## src/rtl/pc_ctrl_pkg.sv

```systemverilog
// Shared types and constants for the program-counter fetch controller.
package pc_ctrl_pkg;

  typedef enum logic [1:0] {
    BOOT  = 2'd0,
    FETCH = 2'd1,
    DRAIN = 2'd2,
    HALT  = 2'd3
  } pc_state_e;

  localparam logic [63:0] RESET_VECTOR_DEF = 64'h0000_0000_0000_0000;
  localparam logic [63:0] TRAP_VECTOR_DEF  = 64'h0000_0000_0000_0100;
  localparam logic [63:0] PC_INCR          = 64'd4;

  function automatic logic is_misaligned(input logic [1:0] lsb);
    return lsb != 2'b00;
  endfunction

endpackage

```

## src/rtl/pc_next_mux.sv

```systemverilog
// Priority select of the next PC value plus the redirect-target alignment check.
module pc_next_mux
  import pc_ctrl_pkg::*;
#(
  parameter int              XLEN         = 64,
  parameter logic [XLEN-1:0] RESET_VECTOR = RESET_VECTOR_DEF[XLEN-1:0],
  parameter logic [XLEN-1:0] TRAP_VECTOR  = TRAP_VECTOR_DEF[XLEN-1:0]
) (
  input  logic            sel_boot,
  input  logic            sel_trap,
  input  logic            sel_redir,
  input  logic            sel_pend,
  input  logic            sel_incr,
  input  logic [XLEN-1:0] pc_cur,
  input  logic [XLEN-1:0] redirect_target,
  input  logic [XLEN-1:0] pend_pc,
  output logic [XLEN-1:0] pc_next,
  output logic            misalign
);

  // A misaligned redirect is turned into a trap; a trap always outranks it.
  always_comb begin
    misalign = 1'b0;
    if (sel_boot) begin
      pc_next = RESET_VECTOR;
    end else if (sel_trap) begin
      pc_next = TRAP_VECTOR;
    end else if (sel_redir) begin
      if (is_misaligned(redirect_target[1:0])) begin
        pc_next  = TRAP_VECTOR;
        misalign = 1'b1;
      end else begin
        pc_next = redirect_target;
      end
    end else if (sel_pend) begin
      pc_next = pend_pc;
    end else if (sel_incr) begin
      pc_next = pc_cur + XLEN'(PC_INCR);
    end else begin
      pc_next = pc_cur;
    end
  end

endmodule

```

## src/rtl/pc_fetch_ctrl.sv

```systemverilog
// PC sequencer and instruction-fetch handshake controller; redirects that hit
// an unfinished fetch park their target in pend_q until the fetch drains.
module pc_fetch_ctrl
  import pc_ctrl_pkg::*;
#(
  parameter int              XLEN         = 64,
  parameter logic [XLEN-1:0] RESET_VECTOR = RESET_VECTOR_DEF[XLEN-1:0],
  parameter logic [XLEN-1:0] TRAP_VECTOR  = TRAP_VECTOR_DEF[XLEN-1:0]
) (
  input  logic            clk,
  input  logic            rst_n,
  input  logic [XLEN-1:0] pc_cur,
  output logic [XLEN-1:0] pc_next,
  output logic            pc_write,
  output logic            imem_req,
  input  logic            imem_ready,
  output logic            fetch_valid,
  input  logic            hazard_stall,
  input  logic            redirect,
  input  logic [XLEN-1:0] redirect_target,
  input  logic            trap_req,
  input  logic            halt_req,
  input  logic            resume,
  output logic            if_flush,
  output logic            id_flush,
  output logic            halted,
  output logic            misalign_err
);

  pc_state_e       state_q, state_d;
  logic [XLEN-1:0] pend_q;
  logic [XLEN-1:0] pc_next_s;
  logic            misalign_s;
  logic            sel_boot_s, sel_trap_s, sel_redir_s, sel_pend_s, sel_incr_s;
  logic            pend_load_s, pc_write_s, imem_req_s, fetch_valid_s, flush_s, halted_s;

  pc_next_mux #(
    .XLEN        (XLEN),
    .RESET_VECTOR(RESET_VECTOR),
    .TRAP_VECTOR (TRAP_VECTOR)
  ) u_mux (
    .sel_boot       (sel_boot_s),
    .sel_trap       (sel_trap_s),
    .sel_redir      (sel_redir_s),
    .sel_pend       (sel_pend_s),
    .sel_incr       (sel_incr_s),
    .pc_cur         (pc_cur),
    .redirect_target(redirect_target),
    .pend_pc        (pend_q),
    .pc_next        (pc_next_s),
    .misalign       (misalign_s)
  );

  // Next-state and control decode from the current state and event inputs.
  always_comb begin
    state_d       = state_q;
    sel_boot_s    = 1'b0;
    sel_trap_s    = 1'b0;
    sel_redir_s   = 1'b0;
    sel_pend_s    = 1'b0;
    sel_incr_s    = 1'b0;
    pend_load_s   = 1'b0;
    pc_write_s    = 1'b0;
    imem_req_s    = 1'b0;
    fetch_valid_s = 1'b0;
    flush_s       = 1'b0;
    halted_s      = 1'b0;
    case (state_q)
      BOOT: begin
        sel_boot_s = 1'b1;
        pc_write_s = 1'b1;
        state_d    = FETCH;
      end
      FETCH: begin
        imem_req_s = 1'b1;
        if (trap_req || redirect) begin
          sel_trap_s  = trap_req;
          sel_redir_s = redirect;
          flush_s     = 1'b1;
          if (imem_ready) begin
            pc_write_s = 1'b1;
          end else begin
            pend_load_s = 1'b1;
            state_d     = DRAIN;
          end
        end else if (halt_req) begin
          imem_req_s = 1'b0;
          state_d    = HALT;
        end else if (hazard_stall) begin
          pc_write_s = 1'b0;
        end else if (imem_ready) begin
          sel_incr_s    = 1'b1;
          pc_write_s    = 1'b1;
          fetch_valid_s = 1'b1;
        end else begin
          pc_write_s = 1'b0;
        end
      end
      DRAIN: begin
        // Newer trap/redirect replaces the parked target; the in-flight word is dropped.
        imem_req_s  = 1'b1;
        sel_pend_s  = 1'b1;
        sel_trap_s  = trap_req;
        sel_redir_s = redirect;
        flush_s     = trap_req | redirect;
        pend_load_s = 1'b1;
        if (imem_ready) begin
          pc_write_s = 1'b1;
          state_d    = FETCH;
        end else begin
          state_d = DRAIN;
        end
      end
      HALT: begin
        halted_s = 1'b1;
        if (trap_req) begin
          sel_trap_s = 1'b1;
          pc_write_s = 1'b1;
          flush_s    = 1'b1;
          state_d    = FETCH;
        end else if (resume) begin
          state_d = FETCH;
        end else begin
          state_d = HALT;
        end
      end
      default: begin
        state_d = BOOT;
      end
    endcase
  end

  // State and parked redirect target.
  always_ff @(posedge clk or negedge rst_n) begin
    if (!rst_n) begin
      state_q <= BOOT;
      pend_q  <= '0;
    end else begin
      state_q <= state_d;
      if (pend_load_s) begin
        pend_q <= pc_next_s;
      end else begin
        pend_q <= pend_q;
      end
    end
  end

  assign pc_next      = rst_n ? pc_next_s : '0;
  assign pc_write     = rst_n & pc_write_s;
  assign imem_req     = rst_n & imem_req_s;
  assign fetch_valid  = rst_n & fetch_valid_s;
  assign if_flush     = rst_n & flush_s;
  assign id_flush     = rst_n & flush_s;
  assign halted       = rst_n & halted_s;
  assign misalign_err = rst_n & misalign_s;

endmodule

```

## config.mk

```make
export PLATFORM = sky130hd
export DESIGN_NAME = pc_fetch_ctrl
export DESIGN_NICKNAME = d
export VERILOG_FILES = /design/src/rtl/pc_ctrl_pkg.sv /design/src/rtl/pc_next_mux.sv /design/src/rtl/pc_fetch_ctrl.sv
export SDC_FILE = /design/constraint.sdc
export NUM_CORES = 1
export LEC_CHECK = 0
export CAP_MARGIN = 20
export CELL_PAD_IN_SITES_DETAIL_PLACEMENT = 0
export CELL_PAD_IN_SITES_GLOBAL_PLACEMENT = 1
export CORE_AREA = 2 2 137 139
export CTS_BUF_LIST = sky130_fd_sc_hd__clkbuf_8 sky130_fd_sc_hd__clkbuf_16
export CTS_CLUSTER_DIAMETER = 120
export DETAILED_ROUTE_END_ITERATION = 10
export DIE_AREA = 0 0 139 141
export PLACE_DENSITY_LB_ADDON = 0.05
export SYNTH_ARGS = -nofsm -noshare
export SYNTH_HDL_FRONTEND = slang
export SYNTH_SLANG_ARGS = --single-unit
export TNS_END_PERCENT = 20
```

## constraint.sdc

```tcl
create_clock -name clk -period 3.1 [get_ports clk]
set_input_delay 0.465 -clock clk [delete_from_list [all_inputs] [get_ports clk]]
set_output_delay 0.465 -clock clk [all_outputs]
set_load 0.03 [all_outputs]
```

==> flow_summary_export.csv <==
group,metric,value,unit
layout,fin_util,0.592,
critical_path,crit_fanout,7,
synth,syn_nets,929,
global_route,antenna_found_initial,0,
floorplan,fp.dieW,139,µm
sta,rsz0062_at_grt,"true",
placement,hpwl,20800,µm
sta,skew,0.00691,ns
critical_path,critPathCaptureType,"primary output",
clock_network,clk_path_buf_depth,2,
layout,diodes,0,
power_and_ir_drop,power,9160,µW
clock_network,insertion_delay,0.34,ns
synth,synth_cell_type_count,62,
clock_network,cts-root-buf,"clkbuf_16",
run,max_cap_violations,0,
critical_path,worst_ep_required_time,2.63,ns
synth,synth_mux_area_frac,0.0275,
synth,synth_top_family_by_area,"simple AND/OR/NAND/NOR gates",
power_and_ir_drop,ir_worst_vdd,0.000391,V
synth,synth-seq-cells,66,
routing,num_vias,7834,
sta,relSlewSlack,0.649,
sta,hold_slack,0.477,ns
routing,dr.pass1.iters,5,
routing,routedWlPerCell,20.0,µm
global_route,grt_max_degree,72,
sta,setup_viol,37,
placement,port_buffers,206,
synth,synth-simple-area-share,0.319,
global_route,grt_pass1_vias,7888,
synth,syn_inst,788,
sta,max_freq,305,MHz
power_and_ir_drop,power_density,847,nW/µm²
critical_path,arrival,2.82,ns
synth,yosysTopAreaCell,"dfrtp_1",
clock_network,cts_buffers,9,
layout,finalNetCount,1312,
floorplan,start_util,0.314,
routing,viasPerCell,5.56,
synth,synth_compound_area_frac,0.250,
critical_path,start_kind,"flop",
clock_network,cts_tree,"built",
placement,placedCellCount,1362,
clock_network,clock_sinks,66,
sta,worst_pin_slew,0.525,ns
min_path,hold_path_class,"in -> async",
layout,final_layout_size_suffix_gt1_frac,0.361,
synth,synth.area.top_cells,"dfrtp_1 29%, nand2_1 7.4%, a21oi_1 6.2%",
critical_path,ff2ff_path_depth,14,
synth,synthDominantCellAreaShare,0.288,
synth,async_flop_share,1.00,
routing,drt_iter0_markers,533,
routing,finalWirelength,28200,µm
global_route,grt_first_pass_wirelength,43300,µm
critical_path,critPathKind,"reg -> out",
global_route,grt_usage,0.279,
outcome,failed_checks,"negative setup slack",
floorplan,rows,50,
layout,area_delta_synth_final,88.5,%
floorplan,dieArea,19600,µm²
synth,ys.flop_type,"dfrtp_1",
sta,finalCritPeriodShare,1.06,
synth,ys_seq_area_frac,0.288,
layout,instances_no_fill,1409,
global_route,grt_remaining_overflow,0,
synth,synthAdderAreaFrac,0.0109,
sta,finalWorstSetupSlack,-0.182,ns
routing,drc_errors,0,
synth,synthesis.area,5740,µm²
sta,layout_min_cycle_time,3.28,ns
synth,synth_xor_area_frac,0.0565,
clock_network,clk_pin_slew,0.06,ns
floorplan,core_area,18300,µm²
placement,place_congestion,0.937,
synth,ys.warnings.count,0,
synth,synth-edff-count,0,
synth,syn_area_per_cell,7.28,µm²
sta,finalMaxSlewViolations,0,
routing,ant_nets,0,
clock_network,htree_levels,3,
outcome,run_status,"finished, violations left",
sta,hold_viol,0,
floorplan,die_y,141,µm
power_and_ir_drop,p_leak,0.00463,µW
floorplan,num_io_pins,207,
-- routing by layer --
layer / global-route usage / wire (µm) / up-vias
li1: - / - / 3672
met1: 0.369 / 12100 / 3824
met2: 0.479 / 13900 / 304
met3: 0.0363 / 1610 / 34
met4: 0.0824 / 517 / 0
met5: 0 / 0 / -
-- state kept, by name (all words and copies together), names as in the netlist --
register  count
pend_q       64
state_q       2
-- power breakdown --
group / leakage [µW] / internal [µW] / switching [µW]
sequential: 0.000832 / 1210 / 181
combinational: 0.00367 / 3070 / 3740
clock: 0.000127 / 532 / 426
-- worst max-delay path: stages (launching register included) --
cell and delay [ns]:
dfrtp_1 0.39, inv_2 0.09, ha_4 0.14, nor4bb_4 0.20, buf_4 0.17, nand4_1 0.17
nor4_4 0.21, buf_6 0.17, nand4_4 0.11, buf_6 0.16, or3_1 0.35, a31oi_4 0.18
buf_6 0.15
-- layout make-up --
class	count	area (µm²)
clock inverter	6	35.0
inverter	17	63.8
clock buffer	9	225
timing repair buffer	426	4060
multi-input combinational	651	4490
fill	1642	7450
sequential	66	1650
tap	234	293
-- cells by family (layout without fill, tap and decap cells) --
kind of cell               Yosys count  count (layout)
adders and majority gates            5               5
muxes                               15              15
xor gates and xnor gates            37              37
and+or+nand+nor                    371             371
AOI/OAI and AO/OA                  223             223
DFF                                 66              66
buffers and inverters               71             458
-- layout by cell type (no fill, tap or decap), types with 21 or more instances in the layout --
cell and n:
a21oi_1 61, o21ai_0 44, nand3_1 45, dfrtp_1 65, buf_12 35, nor2_1 70
clkdlybuf4s50_1 109, dlygate4sd2_1 21, buf_6 31, buf_4 223, nand2_1 110
-- through the flow --
stage                     instance area (µm²)  setup TNS (ns)  setup slack [ns]
after global routing                    10800           -9.20            -0.306
final                                   10800           -3.30            -0.182
after detailed placement                 9590          -14.61            -0.511
after global placement                   9590          -14.52            -0.528
after floorplan                          5800           -1.48            -0.187
after CTS                               10500           -3.10            -0.233
-- what timing repair did --
action / in CTS / in global routing
setup endpoints to repair: 61 / 59
resized for setup: 153 / 59
gates cloned: 1 / 1
setup buffers: 20 / 9
hold buffers: 1 / 0
pin swaps: 35 / 28
hold endpoints to repair: 2 / 0
-- cell usage after synthesis, drive strengths merged, types with 15 or more instances --
cell type and instances:
o21ai 51, inv 17, nor2 85, clkbuf 41, nor3 26, nor4 15
nand3 51, dfrtp 66, nand4 23, xor2 15, xnor2 22, a21oi 71
nand2 113
-- final timing paths --
kind                       slack [ns]              startpoint                endpoint
max in group asynchronous        1.63                   rst_n  state_q[0]$_DFFE_PN0P_
min in group clk                 0.48  pend_q[49]$_DFFE_PN0P_  pend_q[49]$_DFFE_PN0P_
hold / removal                   0.48                   rst_n  pend_q[53]$_DFFE_PN0P_
setup reg to reg                 0.56  state_q[1]$_DFFE_PN0P_  pend_q[26]$_DFFE_PN0P_
hold reg to reg                  0.48  pend_q[49]$_DFFE_PN0P_  pend_q[49]$_DFFE_PN0P_
setup / recovery                -0.18  state_q[1]$_DFFE_PN0P_             pc_next[56]
(Power assumes the default switching activity.)
